--- src/rtl/f2c_dma_sched_if.sv ---
// Handshake bundle between the F2C DMA scheduler, its source FIFO and the TLP transmitter.
// master = scheduler side, slave = FIFO/transmitter side.
interface f2c_dma_sched_if #(
    parameter int QW_BITS    = 4,
    parameter int ADDR_WIDTH = 32
);
    // F2C FIFO head and occupancy
    logic [QW_BITS:0]    f2c_count;
    logic [63:0]         f2c_data;
    logic                f2c_valid;
    logic                f2c_ready;

    // MWr header request
    logic                cmd_valid;
    logic                cmd_ready;
    logic [ADDR_WIDTH-1:0] cmd_addr;
    logic [QW_BITS:0]    cmd_len;

    // MWr payload stream
    logic [63:0]         tx_data;
    logic                tx_valid;
    logic                tx_ready;

    modport master (
        input  f2c_count, f2c_data, f2c_valid, cmd_ready, tx_ready,
        output f2c_ready, cmd_valid, cmd_addr, cmd_len, tx_data, tx_valid
    );

    modport slave (
        output f2c_count, f2c_data, f2c_valid, cmd_ready, tx_ready,
        input  f2c_ready, cmd_valid, cmd_addr, cmd_len, tx_data, tx_valid
    );
endinterface

--- src/rtl/f2c_dma_sched.sv ---
// FPGA->CPU DMA ring sequencer: data MWr of one full TLP into slot wr_ptr, then a metrics MWr of wr_ptr.
// Optional ring-full stall counter enabled by defining F2C_STALL_CNT_EN.
module f2c_dma_sched #(
    parameter int SLOT_BITS  = 4,
    parameter int QW_BITS    = 4,
    parameter int ADDR_WIDTH = 32
) (
    input  logic                  pcie_clk,
    input  logic                  pcie_rst_n,
    input  logic                  dma_enable,
    input  logic [ADDR_WIDTH-1:0] f2c_base,
    input  logic [ADDR_WIDTH-1:0] mtr_base,
    input  logic [SLOT_BITS-1:0]  rd_ptr,
    f2c_dma_sched_if.master       bus,
    output logic [SLOT_BITS-1:0]  wr_ptr,
    output logic                  busy,
    output logic [31:0]           stall_count
);

    localparam logic [QW_BITS:0] DATA_LEN = {1'b1, {QW_BITS{1'b0}}};
    localparam logic [QW_BITS:0] MTR_LEN  = {{QW_BITS{1'b0}}, 1'b1};

    typedef enum logic [2:0] {
        ST_IDLE,
        ST_DATA_HDR,
        ST_DATA_PAY,
        ST_MTR_HDR,
        ST_MTR_PAY
    } state_t;

    state_t                state_q;
    state_t                state_d;
    logic [ADDR_WIDTH-1:0] d_addr;
    logic [ADDR_WIDTH-1:0] m_addr;
    logic [QW_BITS-1:0]    beat_cnt;

    logic                  ring_full;
    logic                  tlp_ready;
    logic                  start;
    logic                  beat_xfer;
    logic                  last_beat;

    // Full uses the live host pointer so a same-cycle F2C_RDPTR write frees the slot at once.
    assign ring_full = (wr_ptr + SLOT_BITS'(1)) == rd_ptr;
    assign tlp_ready = bus.f2c_count == DATA_LEN;
    assign start     = dma_enable && !ring_full && tlp_ready;
    assign beat_xfer = bus.f2c_valid && bus.tx_ready;
    assign last_beat = beat_cnt == '1;

    // NOTE: sequential state uses non-blocking assignments so every flop samples pre-edge values.
    always_ff @(posedge pcie_clk or negedge pcie_rst_n) begin
        if (!pcie_rst_n) begin
            state_q <= ST_IDLE;
        end else begin
            state_q <= state_d;
        end
    end

    // NOTE: every output of this block gets a default first, so no path can infer a latch.
    always_comb begin
        state_d       = state_q;
        bus.cmd_valid = 1'b0;
        bus.cmd_addr  = '0;
        bus.cmd_len   = '0;
        bus.tx_valid  = 1'b0;
        bus.tx_data   = '0;
        bus.f2c_ready = 1'b0;

        unique case (state_q)
            ST_IDLE: begin
                if (start) begin
                    state_d = ST_DATA_HDR;
                end
            end
            ST_DATA_HDR: begin
                bus.cmd_valid = 1'b1;
                bus.cmd_addr  = d_addr;
                bus.cmd_len   = DATA_LEN;
                if (bus.cmd_ready) begin
                    state_d = ST_DATA_PAY;
                end
            end
            ST_DATA_PAY: begin
                bus.tx_valid  = bus.f2c_valid;
                bus.tx_data   = bus.f2c_data;
                bus.f2c_ready = bus.tx_ready;
                if (beat_xfer && last_beat) begin
                    state_d = ST_MTR_HDR;
                end
            end
            ST_MTR_HDR: begin
                bus.cmd_valid = 1'b1;
                bus.cmd_addr  = m_addr;
                bus.cmd_len   = MTR_LEN;
                if (bus.cmd_ready) begin
                    state_d = ST_MTR_PAY;
                end
            end
            ST_MTR_PAY: begin
                bus.tx_valid = 1'b1;
                bus.tx_data  = 64'(wr_ptr);
                if (bus.tx_ready) begin
                    state_d = ST_IDLE;
                end
            end
            default: begin
                state_d = ST_IDLE;
            end
        endcase
    end

    // Addresses are captured at launch so register writes cannot disturb a transfer in flight.
    always_ff @(posedge pcie_clk or negedge pcie_rst_n) begin
        if (!pcie_rst_n) begin
            wr_ptr   <= '0;
            d_addr   <= '0;
            m_addr   <= '0;
            beat_cnt <= '0;
            busy     <= 1'b0;
        end else begin
            busy <= (state_d != ST_IDLE);
            unique case (state_q)
                ST_IDLE: begin
                    if (start) begin
                        d_addr   <= f2c_base + (ADDR_WIDTH'(wr_ptr) << QW_BITS);
                        m_addr   <= mtr_base;
                        beat_cnt <= '0;
                    end else if (!dma_enable) begin
                        wr_ptr <= '0;
                    end
                end
                ST_DATA_PAY: begin
                    if (beat_xfer) begin
                        beat_cnt <= beat_cnt + QW_BITS'(1);
                        if (last_beat) begin
                            wr_ptr <= wr_ptr + SLOT_BITS'(1);
                        end
                    end
                end
                default: begin
                end
            endcase
        end
    end

`ifdef F2C_STALL_CNT_EN
    logic [31:0] stall_cnt;

    always_ff @(posedge pcie_clk or negedge pcie_rst_n) begin
        if (!pcie_rst_n) begin
            stall_cnt <= '0;
        end else if (!dma_enable) begin
            stall_cnt <= '0;
        end else if ((state_q == ST_IDLE) && ring_full && tlp_ready && (stall_cnt != '1)) begin
            stall_cnt <= stall_cnt + 32'd1;
        end
    end

    assign stall_count = stall_cnt;
`else
    assign stall_count = '0;
`endif

    // A stalled header must not change under the transmitter.
    hdr_stable_a : assert property (
        @(posedge pcie_clk) disable iff (!pcie_rst_n)
        (bus.cmd_valid && !bus.cmd_ready) |=>
            (bus.cmd_valid && $stable(bus.cmd_addr) && $stable(bus.cmd_len))
    );

endmodule
--- src/flat_wrapper.sv ---
// flat-port wrapper written by rule: the top's interface ports become plain ports
module f2c_dma_sched_flat 
#(
    parameter int SLOT_BITS  = 4,
    parameter int QW_BITS    = 4,
    parameter int ADDR_WIDTH = 32
)
  (pcie_clk, pcie_rst_n, dma_enable, f2c_base, mtr_base, rd_ptr, wr_ptr, busy, stall_count, bus_f2c_count, bus_f2c_data, bus_f2c_valid, bus_cmd_ready, bus_tx_ready, bus_f2c_ready, bus_cmd_valid, bus_cmd_addr, bus_cmd_len, bus_tx_data, bus_tx_valid);
  f2c_dma_sched_if #(.QW_BITS(QW_BITS), .ADDR_WIDTH(ADDR_WIDTH)) bus_i ();
  input  logic pcie_clk;
  input  logic pcie_rst_n;
  input  logic dma_enable;
  input  logic [ADDR_WIDTH-1:0] f2c_base;
  input  logic [ADDR_WIDTH-1:0] mtr_base;
  input  logic [SLOT_BITS-1:0] rd_ptr;
  output logic [SLOT_BITS-1:0] wr_ptr;
  output logic busy;
  output logic [31:0] stall_count;
  input wire logic [$bits(bus_i.f2c_count)-1:0] bus_f2c_count;
  input wire logic [$bits(bus_i.f2c_data)-1:0] bus_f2c_data;
  input wire logic [$bits(bus_i.f2c_valid)-1:0] bus_f2c_valid;
  input wire logic [$bits(bus_i.cmd_ready)-1:0] bus_cmd_ready;
  input wire logic [$bits(bus_i.tx_ready)-1:0] bus_tx_ready;
  output wire logic [$bits(bus_i.f2c_ready)-1:0] bus_f2c_ready;
  output wire logic [$bits(bus_i.cmd_valid)-1:0] bus_cmd_valid;
  output wire logic [$bits(bus_i.cmd_addr)-1:0] bus_cmd_addr;
  output wire logic [$bits(bus_i.cmd_len)-1:0] bus_cmd_len;
  output wire logic [$bits(bus_i.tx_data)-1:0] bus_tx_data;
  output wire logic [$bits(bus_i.tx_valid)-1:0] bus_tx_valid;
  assign bus_i.f2c_count = bus_f2c_count;
  assign bus_i.f2c_data = bus_f2c_data;
  assign bus_i.f2c_valid = bus_f2c_valid;
  assign bus_i.cmd_ready = bus_cmd_ready;
  assign bus_i.tx_ready = bus_tx_ready;
  assign bus_f2c_ready = bus_i.f2c_ready;
  assign bus_cmd_valid = bus_i.cmd_valid;
  assign bus_cmd_addr = bus_i.cmd_addr;
  assign bus_cmd_len = bus_i.cmd_len;
  assign bus_tx_data = bus_i.tx_data;
  assign bus_tx_valid = bus_i.tx_valid;
  f2c_dma_sched #(.SLOT_BITS(SLOT_BITS), .QW_BITS(QW_BITS), .ADDR_WIDTH(ADDR_WIDTH)) u_core (.pcie_clk(pcie_clk), .pcie_rst_n(pcie_rst_n), .dma_enable(dma_enable), .f2c_base(f2c_base), .mtr_base(mtr_base), .rd_ptr(rd_ptr), .bus(bus_i), .wr_ptr(wr_ptr), .busy(busy), .stall_count(stall_count));
endmodule
--- config.mk ---
export PLATFORM = sky130hd
export DESIGN_NAME = f2c_dma_sched_flat
export DESIGN_NICKNAME = d
export VERILOG_FILES = /design/src/rtl/f2c_dma_sched_if.sv /design/src/rtl/f2c_dma_sched.sv /design/src/flat_wrapper.sv
export SDC_FILE = /design/constraint.sdc
export NUM_CORES = 1
export LEC_CHECK = 0
export CAP_MARGIN = 20
export CORE_AREA = 2 2 110 112
export CTS_BUF_LIST = sky130_fd_sc_hd__clkbuf_8
export DETAILED_ROUTE_END_ITERATION = 12
export DIE_AREA = 0 0 112 114
export PLACE_DENSITY = 0.91
export SLEW_MARGIN = 20
export SYNTH_ARGS = -nofsm -noshare
export SYNTH_HDL_FRONTEND = slang
export SYNTH_SLANG_ARGS = --single-unit
export TNS_END_PERCENT = 30
--- constraint.sdc ---
create_clock -name pcie_clk -period 4.5 [get_ports pcie_clk]
set_clock_uncertainty 0.15 [all_clocks]
set_input_delay 0.45 -clock pcie_clk [delete_from_list [all_inputs] [get_ports pcie_clk]]
set_output_delay 0.45 -clock pcie_clk [all_outputs]
set_load 0.05 [all_outputs]
==> results of run 1 <==
[registers in the layout, summed over array words and instances (netlist names)]
register	flops
u_core.d_addr	32
u_core.m_addr	32
u_core.beat_cnt	4
u_core.wr_ptr	4
u_core.state_q	3
u_core.busy	1
[area by class of cell]
| cell class | count | area (µm²) |
|---|---|---|
| clock inverter | 3 | 45.0 |
| fill | 978 | 4240 |
| multi-input combinational | 398 | 2610 |
| clock buffer | 12 | 165 |
| inverter | 8 | 30.0 |
| timing repair buffer | 254 | 2540 |
| sequential | 76 | 1900 |
| tap | 147 | 184 |
[cell usage in the layout (no fill, tap or decap), types with 7 or more instances in the layout]
cell type / n
nand2_1: 40
dfrtp_1: 75
clkdlybuf4s50_1: 247
nand3_1: 17
inv_1: 8
o21ai_0: 32
nand4_1: 11
xnor2_1: 7
mux2i_1: 32
nor2_1: 46
mux2_2: 37
clkbuf_8: 12
and2_1: 64
conb_1: 35
xor2_1: 27
[report_power, final]
part / switching, mW / internal [mW] / total (mW)
Combinational: 1.03 / 0.661 / 1.69
Sequential: 0.131 / 0.853 / 0.984
Clock: 0.245 / 0.299 / 0.543
Total: 1.40 / 1.81 / 3.22
[critical path, stage by stage (launching register included)]
cell,delay (ps)
dfrtp_2,710
buf_4,460
nand3b_1,210
a21oi_1,230
clkdlybuf4s50_1,860
[per-layer routing]
metal	up-vias	part of all wire, %	routed length [µm]	track usage [%]
li1	2113	-	-	-
met3	11	6.1	872	4.73
met2	188	46	6570	32.8
met4	0	0.97	139	5.69
met5	-	0	0	0
met1	2016	47	6810	31.8
[path summary, 6_finish.rpt]
path / end / slack, ps / cells after the start
setup reg to reg: u_core.wr_ptr[2] / 1600 / 6
min in group pcie_clk: u_core.d_addr[26] / 340 / 2
setup / recovery: bus_tx_valid / 1060 / 4
max in group asynchronous: u_core.state_q[1] / 3430 / 1
hold / removal: u_core.m_addr[22] / 80 / 1
hold reg to reg: u_core.d_addr[26] / 340 / 2
[metrics by stage]
stage	instances	setup slack [ps]	instance area (µm²)	power [mW]
CTS	897	1040	7470	3.24
global route	898	887	7470	3.38
detailed placement	882	1420	7260	2.69
floorplan	545	1820	4920	2.13
global placement	882	1450	7260	2.66
finish	898	1060	7470	3.22
[cells by family after synthesis]
family | after synthesis
adder cells (fa/ha/maj) | 7
AND/OR/NAND/NOR | 205
XOR/XNOR | 34
multiplexers | 69
other | 1
flip-flops | 76
AO/OA/AOI/OAI | 48
buffers and inverters | 71
==> impl_metrics.yaml, run 1 <==
cts:
  cts.clk_slew.worst_paths_ps: 80
  cts_resized: 0
  hold_buffers: 0
  clockBufferDepth: 2
  clkLatencyLatePin_ps: 340
  cts_sinks: 76
  post-cts-setup-buffer-count: 0
  numCtsBuffers: 9
  cts_tree: "yes"
  h-tree-depth: 3
  cts-root-buf: "clkbuf_8"
routing:
  vias: 4328
  post_drt_wl_per_cell_um: 16.0
  via_per_inst: 4.82
  dr.pass1.iters: 4
  routed_wl_um: 14400
  drt_iter0_drc: 197
  drc: 0
  drtAntennaViolNets: 0
yosys:
  synthArstFlopShare_pct: 100
  synth_fa_ha_area_share_pct: 1.98
  ys.flop_type: "dfrtp_1"
  ys_ff_latch: 76
  yosysTopAreaCell: "dfrtp_1"
  synthTopCellsByCount: "dfrtp_1 (76), and2_1 (64), nor2_1 (47)"
  synthSimpleGateAreaFrac_pct: 22.0
  yosysUniqueCellTypes: 39
  synth_compound_area_share_pct: 6.05
  yosysMostFrequentCell: "dfrtp_1"
  avgSynthCellArea_um2: 9.39
  synth.area.top_cells: "dfrtp_1 (40%), mux2_2 (8.7%), and2_1 (8.3%)"
  synthXorXnorAreaFrac_pct: 6.21
  synthCells: 511
  synth_edf_count: 0
  synthMuxAreaShare_pct: 15.4
  mappedNetlistArea_um2: 4800
  ys_warn_count: 0
  synth_top_family_by_area: "simple AND/OR/NAND/NOR gates"
  synth_top_area_share_pct: 39.6
  ys_seq_area_share_pct: 39.6
run_status:
  outcome: "finished clean"
sta:
  holdWs_ps: 80.5
  drv_slew: 0
  worstMarginPinSlew_ps: 943
  period_minus_slack_ps: 3440
  min_period_over_period_pct: 76.3
  fmax_mhz: 291
  setup_viol: 0
  slew_headroom_pct: 37.2
  hold_viol: 0
  finalSetupTns_ps: 0
  grt_setup_unrepaired: "false"
worst_setup_path:
  crit_required_ps: 3900
  worst-path-max-fanout: 23
  crit_path_start: "u_core.state_q[1]"
  start_kind: "register"
  cp_data_arrival_time_ps: 2840
  worstSetupPathType: "reg2out"
  cp-end-kind: "output port"
  r2r_start: "u_core.state_q[1]"
power_and_ir_drop:
  cellPowerDensity_nw_per_um2: 430
  p_leak_nw: 3.16
  vdd.ir_drop.worst_uv: 291
floorplan:
  die_x_um: 112
  dieArea_um2: 12800
  rows: 40
  fp.dieH_um: 114
  start_util_pct: 41.0
  io_pins: 284
  core-area_um2: 11700
grt:
  grt_pass1_wl_um: 21900
  grt_usage_pct: 21.7
  antenna_found_initial: 0
  grt_pass1_vias: 4156
  grt-ovfl-total: 0
  grt_max_degree: 95
worst_hold_path:
  min_path_type: "in2async"
run:
  maxCapViolCount: 0
cells_and_area:
  utilization_pct: 63.8
  antenna_cells: 0
  synthToLayoutAreaGrowth_pct: 55.8
  finalNetCount: 897
  drive_above_1_share_pct: 8.52
placement:
  port_buffers: 248
  gp_congestion: 0.796
  hpwlAfterDp_um: 10900
Note: power is estimated with default switching activity, not from simulation.
==> inputs of run 2 (changes only) <==
--- a/config.mk
+++ b/config.mk
@@ -6,11 +6,10 @@
 export NUM_CORES = 1
 export LEC_CHECK = 0
 export CAP_MARGIN = 20
-export CORE_AREA = 2 2 110 112
+export CORE_UTILIZATION = 39
 export CTS_BUF_LIST = sky130_fd_sc_hd__clkbuf_8
 export DETAILED_ROUTE_END_ITERATION = 12
-export DIE_AREA = 0 0 112 114
-export PLACE_DENSITY = 0.91
+export PLACE_DENSITY = 0.87
 export SLEW_MARGIN = 20
 export SYNTH_ARGS = -nofsm -noshare
 export SYNTH_HDL_FRONTEND = slang
==> constraint.sdc (replaced) <==
create_clock -name pcie_clk -period 3.54 [get_ports pcie_clk]
set_clock_uncertainty 0.15 [all_clocks]
set_input_delay 0.354 -clock pcie_clk [delete_from_list [all_inputs] [get_ports pcie_clk]]
set_output_delay 0.354 -clock pcie_clk [all_outputs]
set_load 0.05 [all_outputs]
==> impl_metrics.yaml, run 2 (synthesized netlist as in run 1, its figures left out) <==
cts:
  numCtsBuffers: 9
  cts_resized: 0
  hold_buffers: 0
  clockBufferDepth: 2
  cts_sinks: 76
  cts_tree: "yes"
  clkLatencyLatePin_ps: 350
  h-tree-depth: 3
  cts.clk_slew.worst_paths_ps: 90
  cts-root-buf: "clkbuf_8"
  post-cts-setup-buffer-count: 0
routing:
  routed_wl_um: 14300
  vias: 4390
  wl_met1_um: 6630
  via_per_inst: 4.87
  met2WireLength_um: 6630
  dr.pass1.iters: 4
  highest_layer: "met4"
  drc: 0
  drt_iter0_drc: 225
  post_drt_wl_per_cell_um: 15.9
  drtAntennaViolNets: 0
  dr_wl_met3_um: 915
sta:
  setup_viol: 0
  slew_headroom_pct: 37.1
  holdWs_ps: -11.2
  period_minus_slack_ps: 3060
  fmax_mhz: 327
  grt_setup_unrepaired: "false"
  hold_viol: 12
  drv_slew: 0
  min_period_over_period_pct: 86.4
  worstMarginPinSlew_ps: 943
  finalSetupTns_ps: 0
cells_and_area:
  top_regs: "u_core.d_addr x32, u_core.m_addr x32"
  nFillCells: 996
  drive_above_1_share_pct: 8.75
  final_cell_mix: "clkdlybuf4s50_1 (246), dfrtp_1 (75), and2_1 (64)"
  synthToLayoutAreaGrowth_pct: 55.8
  fin_cells: 902
  layout_commonest_cell: "clkdlybuf4s50_1"
  finalNetCount: 899
placement:
  hpwlAfterDp_um: 11100
  port_buffers: 248
  gp_congestion: 0.820
  dp_cells: 885
worst_hold_path:
  min_path_type: "in2async"
worst_setup_path:
  rrSetupSlack_ps: 950
  cp_data_arrival_time_ps: 2560
  path_cells: "nand2b_1 > nor2_2 > buf_4 > and2_1 > clkdlybuf4s50_1"
  crit_path_start: "u_core.state_q[2]"
  rr_worst_depth: 7
  slowest_stage: "clkdlybuf4s50_1"
  r2r_start: "u_core.wr_ptr[0]"
  endpoint: "bus_tx_data[51]"
  worstSetupPathType: "reg2out"
  worst-path-max-fanout: 61
  start_kind: "register"
  slowest_delay_ps: 830
  r2r_end: "u_core.busy"
  cp-end-kind: "output port"
  crit_required_ps: 3040
power_and_ir_drop:
  internal_power_mw: 2.26
  p_leak_nw: 3.18
  combPwrFrac_pct: 54.1
  clock_power_share_pct: 16.1
  vdd.ir_drop.worst_uv: 313
  p_total_mw: 4.07
  p_sw_mw: 1.82
  p_seq_share_pct: 29.8
  p_sw_share_pct: 44.6
  cellPowerDensity_nw_per_um2: 545
run_status:
  violations: "hold timing"
  outcome: "finished with violations"
floorplan:
  fp.dieH_um: 113
  die_x_um: 113
  core-area_um2: 12000
  dieArea_um2: 12700
  start_util_pct: 39.9
  io_pins: 284
  rows: 40
grt:
  grt-ovfl-total: 0
  antenna_found_initial: 1
  grt_max_degree: 77
  grt_usage_pct: 22.2
  grt_pass1_wl_um: 22100
  grt_pass1_vias: 4159
run:
  maxCapViolCount: 0
-- run 2: cell types whose count changed in the layout (fill, tap and decap cells not counted), sizes merged --
cell / delta
buf: +4
clkbuf: -4
clkinvlp: -2
inv: +3
clkdlybuf4s50: -1
clkinv: +3
diode: +1
-- run 2: cell type report --
class / instances / area [µm²] / share of cell area [%]
Antenna cell: 1 / 2.50 / 0.0335
Multi-Input combinational cell: 398 / 2610 / 34.9
Timing Repair Buffer: 256 / 2550 / 34.1
Clock buffer: 9 / 124 / 1.66
Inverter: 8 / 30.0 / 0.402
Clock inverter: 7 / 68.8 / 0.921
Tap cell: 147 / 184 / 2.46
Sequential cell: 76 / 1900 / 25.5
-- run 2: power groups by stage --
stage / clock, mW / combinational [mW] / sequential (mW)
3_3_place_gp: 0 / 2.16 / 1.21
5_1_grt: 0.709 / 2.32 / 1.24
4_1_cts: 0.671 / 2.20 / 1.22
2_1_floorplan: 0 / 1.50 / 1.20
3_5_place_dp: 0 / 2.20 / 1.23
6_report: 0.656 / 2.20 / 1.22
-- run 2: how the worst min path moves through the flow --
stage | end | slack, ps | depth (start not counted)
2_1_floorplan | u_core.beat_cnt[0] | -90 | 0
3_3_place_gp | u_core.d_addr[7] | 320 | 2
3_5_place_dp | u_core.d_addr[27] | 320 | 2
4_1_cts | u_core.d_addr[21] | 10 | 1
5_1_grt | u_core.d_addr[21] | 60 | 1
6_report | u_core.d_addr[21] | -10 | 1
-- run 2: metrics by stage --
stage                     instance area, µm²  utilization (%)  setup WS (ps)
final                                   7470             62.2            481
after CTS                               7470             62.2            504
after detailed placement                7280             60.6            844
after floorplan                         4920                -            858
after global routing                    7470             62.2            350
after global placement                  7280             60.6            903
-- run 2: routing by layer --
layer  GRT usage [%]  vias to the layer above
met3            4.45                       10
met1            31.5                     2085
li1                -                     2129
met5               0                        -
met4            5.53                        0
met2            34.7                      166
-- run 2: worst max-delay path: cells and delay by family, from the launching register on --
kind                   cells  cell delay (ps)
buffers and inverters      2             1210
AND/OR/NAND/NOR            3              510
flip-flops                 1              480
